$ cat src/rtl/data_mem_pkg.sv
// Shared constants and types for the data-memory arbiter slice.
package data_mem_pkg;

  localparam int MEM_DEPTH  = 256;
  localparam int MEM_ADDR_W = 32;
  localparam int MEM_DATA_W = 32;

  typedef enum logic {
    PORT_CPU = 1'b0,
    PORT_DMA = 1'b1
  } port_id_t;

  // Response bookkeeping captured at grant, consumed one cycle later.
  typedef struct packed {
    logic     vld;
    port_id_t port;
    logic     is_read;
    logic     oob;
  } rsp_t;

endpackage

$ cat src/rtl/data_mem_arbiter_rr_arb2.sv
// rr_arb2: two-way round-robin pick plus the last-grant register.
// No grant is produced while reset is asserted.
module rr_arb2
  import data_mem_pkg::*;
(
  input  logic       clk_i,
  input  logic       rst_ni,
  input  logic [1:0] req_i,
  output logic [1:0] gnt_o,
  output port_id_t   gnt_port_o
);

  port_id_t last_q;

  always_comb begin
    gnt_o      = 2'b00;
    gnt_port_o = PORT_CPU;
    if (rst_ni) begin
      case (req_i)
        2'b01: begin
          gnt_o      = 2'b01;
          gnt_port_o = PORT_CPU;
        end
        2'b10: begin
          gnt_o      = 2'b10;
          gnt_port_o = PORT_DMA;
        end
        2'b11: begin
          // Conflict: the port that did not win last time goes now.
          if (last_q == PORT_CPU) begin
            gnt_o      = 2'b10;
            gnt_port_o = PORT_DMA;
          end else begin
            gnt_o      = 2'b01;
            gnt_port_o = PORT_CPU;
          end
        end
        default: begin
          gnt_o      = 2'b00;
          gnt_port_o = PORT_CPU;
        end
      endcase
    end
  end

  always_ff @(posedge clk_i) begin
    if (!rst_ni)      last_q <= PORT_DMA;
    else if (|gnt_o)  last_q <= gnt_port_o;
  end

endmodule

$ cat src/rtl/data_mem_arbiter.sv
// Two-port round-robin front end for the single-port data memory.
// Optional DATA_MEM_ARB_BOUNDS_CHECK_EN: out-of-range commands are granted but suppressed and flagged on Err.
module data_mem_arbiter
  import data_mem_pkg::*;
#(
  parameter int ADDR_W = MEM_ADDR_W,
  parameter int DATA_W = MEM_DATA_W,
  parameter int DEPTH  = MEM_DEPTH
) (
  input  logic              Clk,
  input  logic              Reset_n,
  input  logic              Req0,
  input  logic              We0,
  input  logic [ADDR_W-1:0] Addr0,
  input  logic [DATA_W-1:0] WData0,
  output logic              Gnt0,
  output logic              RspValid0,
  output logic [DATA_W-1:0] RData0,
  input  logic              Req1,
  input  logic              We1,
  input  logic [ADDR_W-1:0] Addr1,
  input  logic [DATA_W-1:0] WData1,
  output logic              Gnt1,
  output logic              RspValid1,
  output logic [DATA_W-1:0] RData1,
  output logic [ADDR_W-1:0] Mem_Address,
  output logic [DATA_W-1:0] Mem_WriteData,
  output logic              Mem_MemWrite,
  output logic              Mem_MemRead,
  input  logic [DATA_W-1:0] Mem_ReadData,
  output logic              Err
);

  localparam int NUM_PORTS = 2;

  logic [NUM_PORTS-1:0]             req, gnt, we;
  logic [NUM_PORTS-1:0][ADDR_W-1:0] addr;
  logic [NUM_PORTS-1:0][DATA_W-1:0] wdata;
  port_id_t                         gnt_port;
  logic                             gnt_any, we_sel, oob;
  logic [ADDR_W-1:0]                addr_sel;
  logic [DATA_W-1:0]                wdata_sel, rd_val;
  rsp_t                             rsp_d, rsp_q;
  logic [NUM_PORTS-1:0][DATA_W-1:0] rdata_d, rdata_q;

  assign req   = {Req1, Req0};
  assign we    = {We1, We0};
  assign addr  = {Addr1, Addr0};
  assign wdata = {WData1, WData0};

  rr_arb2 u_arb (
    .clk_i      (Clk),
    .rst_ni     (Reset_n),
    .req_i      (req),
    .gnt_o      (gnt),
    .gnt_port_o (gnt_port)
  );

  assign Gnt0      = gnt[0];
  assign Gnt1      = gnt[1];
  assign gnt_any   = |gnt;
  assign addr_sel  = addr[gnt_port];
  assign wdata_sel = wdata[gnt_port];
  assign we_sel    = we[gnt_port];

`ifdef DATA_MEM_ARB_BOUNDS_CHECK_EN
  assign oob = gnt_any && (addr_sel >= ADDR_W'(DEPTH));
  assign Err = Reset_n & rsp_q.vld & rsp_q.oob;
`else
  logic unused_depth;
  assign unused_depth = (addr_sel >= ADDR_W'(DEPTH));
  assign oob = 1'b0;
  assign Err = 1'b0;
`endif

  // Address/data are zeroed when idle so the memory bus is quiet.
  assign Mem_Address   = gnt_any ? addr_sel  : '0;
  assign Mem_WriteData = gnt_any ? wdata_sel : '0;
  assign Mem_MemWrite  = gnt_any &  we_sel & ~oob;
  assign Mem_MemRead   = gnt_any & ~we_sel & ~oob;

  always_comb begin
    rsp_d         = '0;
    rsp_d.vld     = gnt_any;
    rsp_d.port    = gnt_port;
    rsp_d.is_read = ~we_sel;
    rsp_d.oob     = oob;
  end

  always_ff @(posedge Clk) begin
    if (!Reset_n) rsp_q <= '0;
    else          rsp_q <= rsp_d;
  end

  // Read data passes straight through in the response cycle; writes leave RData holding.
  assign rd_val = rsp_q.oob ? '0 : Mem_ReadData;

  always_comb begin
    rdata_d = rdata_q;
    for (int p = 0; p < NUM_PORTS; p++) begin
      if (rsp_q.vld && rsp_q.is_read && (rsp_q.port == ((p == 0) ? PORT_CPU : PORT_DMA)))
        rdata_d[p] = rd_val;
    end
  end

  always_ff @(posedge Clk) begin
    if (!Reset_n) rdata_q <= '0;
    else          rdata_q <= rdata_d;
  end

  assign RspValid0 = Reset_n & rsp_q.vld & (rsp_q.port == PORT_CPU);
  assign RspValid1 = Reset_n & rsp_q.vld & (rsp_q.port == PORT_DMA);
  assign RData0    = Reset_n ? rdata_d[0] : '0;
  assign RData1    = Reset_n ? rdata_d[1] : '0;

endmodule

$ cat config.mk
export PLATFORM = sky130hd
export DESIGN_NAME = data_mem_arbiter
export DESIGN_NICKNAME = d
export VERILOG_FILES = /design/src/rtl/data_mem_pkg.sv /design/src/rtl/data_mem_arbiter_rr_arb2.sv /design/src/rtl/data_mem_arbiter.sv
export SDC_FILE = /design/constraint.sdc
export NUM_CORES = 1
export LEC_CHECK = 0
export ABC_AREA = 1
export ABC_CLOCK_PERIOD_IN_PS = 3000
export BUFFER_PORTS_ARGS = -buffer_cell sky130_fd_sc_hd__buf_2
export CAP_MARGIN = 30
export CELL_PAD_IN_SITES_DETAIL_PLACEMENT = 0
export CELL_PAD_IN_SITES_GLOBAL_PLACEMENT = 1
export CORE_ASPECT_RATIO = 1.75
export CORE_UTILIZATION = 28
export DETAILED_ROUTE_END_ITERATION = 8
export PLACE_DENSITY_LB_ADDON = 0.08
export SLEW_MARGIN = 20
export SYNTH_ARGS = -nofsm -noshare
export SYNTH_HDL_FRONTEND = slang
export SYNTH_SLANG_ARGS = --single-unit
$ cat constraint.sdc
create_clock -name Clk -period 3 [get_ports Clk]
set_input_delay 0.3 -clock Clk [delete_from_list [all_inputs] [get_ports Clk]]
set_output_delay 0.3 -clock Clk [all_outputs]
set_load 0.03 [all_outputs]
# --- Yosys cells after proc, flatten, opt, wreduce, memory -nomap -nowiden ---
# Index checks and enable logic that the tools add are counted.
classes:
  n_bitwise: 7
  eq_ne: 3
  order_cmp: 1
  n_reduce_logical: 4
  muxes: 19
ops:
  columns: ["operator", "n"]
  rows:
  - ["$mux W32", 11]
  - ["$pmux W2 S3", 1]
  - ["$and A1 B1 Y1", 5]
  - ["$eq A2 B2 Y1 const B", 2]
  - ["$mux W1", 4]
  - ["$mux W2", 2]
  - ["$logic_and A1 B1 Y1", 3]
  - ["$eq A2 B1 Y1 const B", 1]
  - ["$lt A1 B2 Y1 const B", 1]
  - ["$not A1 Y1", 2]
  - ["$pmux W1 S2", 1]
  - ["$reduce_or A2 Y1", 1]
word_totals:
  regBits: 68
  input_bits: 166
  out_inout_bits: 135

# --- Depth between registers and ports, before layout ---
logic_depth:
  depth_word: 7
  ltp_mapped: 7
  mapped_depth_nobuf: 6

# --- Cells and area by module ---
# From an unflattened synthesis, not the netlist that was laid out.
unflattened:
  cells_unflattened: 715
  hier_area_um2: 3936.3
by_module_without_submodules:
  columns: ["module", "area_per_inst_um2", "n_inst", "seq_area_each_um2", "cells_per_inst"]
  rows:
  - ["data_mem_arbiter", 3872.5, 1, 1341.3, 704]
  - ["rr_arb2", 63.8, 1, 20.0, 11]

# --- Worst setup path after synthesis ---
# No wires, ideal clock.
synth_path:
  kind: "input-to-output"
  start: "in Reset_n"
  end: "out Gnt0"
  stages: 3
  setup_slack_ps: 1307
  arrival_ps: 1393
  n_path_buf: 1
  path_cell_list: "clkbuf_1 -> inv_1 -> a211oi_1"
synth_via:
  elab_chain_cells: 1
synth_lines:
  columns: ["element", "line", "rtl"]
  rows:
  - ["start: declaration", "data_mem_arbiter.sv:11", "input logic Reset_n,"]
  - ["$mux W2", "data_mem_arbiter_rr_arb2.sv:18", "if (rst_ni) begin"]
  - ["end: declaration", "data_mem_arbiter.sv:16", "output logic Gnt0,"]
# Every way passes these cells.

# --- Worst setup path after layout ---
layout_path:
  start: "reg rsp_q[3] (netlist name)"
  end: "out RData0[19]"
layout_via:
  elab_chain_cells: 4
layout_lines:
  columns: ["element", "line", "rtl"]
  rows:
  - ["start: declaration", "data_mem_arbiter.sv:43", "rsp_t rsp_d, rsp_q;"]
  - ["start signal: assignment", "data_mem_arbiter.sv:92", "else rsp_q <= rsp_d;"]
  - ["$logic_and A1 B1 Y1 (2 in series)", "data_mem_arbiter.sv:101", "if (rsp_q.vld && rsp_q.is_read && (rsp_q.port == ((p == 0) ? PORT_CPU : PORT_DMA)))"]
  - ["$mux W32", "data_mem_arbiter.sv:101", null]
  - ["$mux W32", "data_mem_arbiter.sv:113", "assign RData0 = Reset_n ? rdata_d[0] : '0;"]
  - ["end: declaration", "data_mem_arbiter.sv:18", "output logic [DATA_W-1:0] RData0,"]
# Every way passes these cells.

==> flow_summary.ini <==
[setup_path]
crit_arrival_ps = 2030
path_class = flip-flop to output port
worst_path_max_delay_cell = nand2_2
cp_num_buf_inv = 3
slowest_delay_ps = 420
critPathLaunchType = flip-flop
rr_startpoint = rsp_q[2]$_SDFF_PN0_
cpMostUsedCell = nand2_1
cp_cell_sequence = nand2_1, inv_1, nand2_2, buf_4, nand2_1, nand2_1, nor2_1, buf_2
reg2reg_slack_ps = 1420
worstPathRequired_ps = 2700
cp_max_fo = 36
critical_path.top_delay_family = simple AND/OR/NAND/NOR gates
critPathLaunch = rsp_q[3]$_SDFF_PN0_
end_kind = output port

[route]
route.detailed.drc = 0
vias = 5404
dr.pass1.iters = 4
routed_wirelength_mm = 15.7
drt_iter0_drc = 186
routed_via_density = 4.30
wire_per_inst_microns = 12.5
ant_nets = 0

[timing]
setup_violations = 0
rsz0062_at_grt = false
fmax_mhz = 430
fin_skew_ps = 8.37
period_needed_ps = 2330
maxSlewHeadroom_pct = 50.6
maxSlewViolCount = 0
hold_violations = 0
fin_crit_sh_pct = 77.5
setup_slack_ps = 674
tightest_slew_ps = 739
hold_slack_ps = 229
setup_tns_ps = 0

[global_routing]
first_global_vias = 5011
overflow = 0
grt_pass1_wl_mm = 23.8
grt_max_degree = 66
grt_use_total_pct = 19.1
grt_antenna_before_repair = 1

[job]
drv_cap = 0

[final_layout]
n_fill_cell = 1782
multi_input_area_sq_um = 2520
syn_to_final_growth_pct = 45.4
fin_util_pct = 41.6
fin_nets = 1230
seq_area_sq_um = 1360
drive_gt1_share_pct = 31.1

[cts]
clk_latency_ps = 330
cts_buffer_depth = 2
cts_setup_buffers = 0
cts_made_buffers = 9
h-tree-depth = 3
cts.clk_slew.worst_paths_ps = 60
cts_tree = yes
cts-root-buf = clkbuf_16
clock-sinks = 68
cts_resized = 0
cts_hold_buf = 0

[synthesis]
synth_seq_cells = 68
syn-num-nets = 956
synth_top_area_cell = dfxtp_1
synthTopCellsByCount = 323 x nor2_1, 203 x nand2_1, 74 x inv_1
yosysTopAreaCellShare_pct = 31.1
avgSynthCellArea_sq_um = 5.54
syn_area_sq_um = 4380
yosysWarningCount = 0
ys_top_cells_by_area = dfxtp_1 31%, nor2_1 28%, nand2_1 17%, nand3b_1 11%, inv_1 6.3%
synth-async-reset-ratio_pct = 0
ys.flop_type = dfxtp_1
yosysUniqueCellTypes = 15
yosysMostFrequentCell = nor2_1
ys_seq_area_share_pct = 31.1
synth_edf_count = 0
syn_inst = 790

[pwr]
vdd_drop_max_uv = 232
powerDensity_nw_per_um2 = 435
power_mw = 2.77
leakage_nw = 3.93

[die]
die-height_microns = 167
coreArea_sq_um = 15300
die_width_microns = 96.5
die_area_sq_um = 16200
rows = 60
initial_core_util_pct = 28.6
ioPinCount = 301

[placed_design]
port_buffers = 299
dp_hpwl_mm = 12.0
place_congestion = 0.789
dpl_worst_slack_ps = 851

[min_path]
hp-class = input pin to flip-flop
min_from = Mem_ReadData[6]

[run_status]
status = complete, no violations
-- stage by stage --
| stage | instance area (sq um) | std cells |
|---|---|---|
| floorplan | 4380 | 790 |
| global placement | 6050 | 1239 |
| detailed placement | 6050 | 1239 |
| CTS | 6360 | 1255 |
| global route | 6370 | 1256 |
| finish | 6370 | 1256 |
-- logic make-up (layout without fill, tap and decap cells) --
logic type,after synthesis,after routing,share of synthesized area [%]
AND/OR/NAND/NOR,594,594,56.5
buffers and inverters,122,401,11.7
flip-flops,68,68,31.1
AO/OA/AOI/OAI,5,5,0.629
other,1,2,0.0857
-- area by class of cell --
class,count,area share [%]
Antenna cell,1,0.0393
Clock buffer,10,3.60
Clock inverter,6,1.40
Inverter,74,4.36
Multi-Input combinational cell,600,39.7
Sequential cell,68,21.4
Tap cell,186,3.66
Timing Repair Buffer,311,25.9
-- report_power, final --
part           switching [mW]  internal (mW)
registers             0.00913          0.934
clock network           0.394          0.728
logic                   0.458          0.245
-- worst register-to-register path, cell delays in order (launching register included) --
cell     delay (ps)
dfxtp_1         350
inv_1            70
nand2_2         550
buf_4           310
nand2_1          70
nand2_1          80
nor2_1           50
-- placed cells by master (no fill, tap or decap), types with 3 or more instances in the layout --
master,netlist,routed
nand2_1,203,200
inv_1,74,72
clkbuf_16,0,9
dfxtp_1,68,68
nor2_1,323,323
buf_4,6,7
nand2_2,0,3
nand3b_1,64,64
buf_2,24,299
buf_12,0,5
-- state kept, by name, summed over array words and instances (netlist names) --
name          flops
rdata_q          64
u_arb.last_q      1
rsp_q             3
-- metal layers --
layer | wire length [microns] | GRT usage, % | vias to the layer above
li1 | - | - | 2888
met5 | 0 | 0 | -
met4 | 406 | 7.10 | 0
met1 | 6180 | 20.2 | 2295
met3 | 1010 | 4.00 | 22
met2 | 8070 | 35.6 | 199
-- worst paths after layout --
| kind | to | cells after the start |
|---|---|---|
| setup / recovery | RData0[19] | 8 |
| hold / removal | rdata_q[38]$_SDFF_PN0_ | 3 |
| setup reg to reg | rdata_q[9]$_SDFF_PN0_ | 6 |
| hold reg to reg | rdata_q[54]$_SDFF_PN0_ | 4 |
Note: power is estimated with default switching activity, not from simulation.
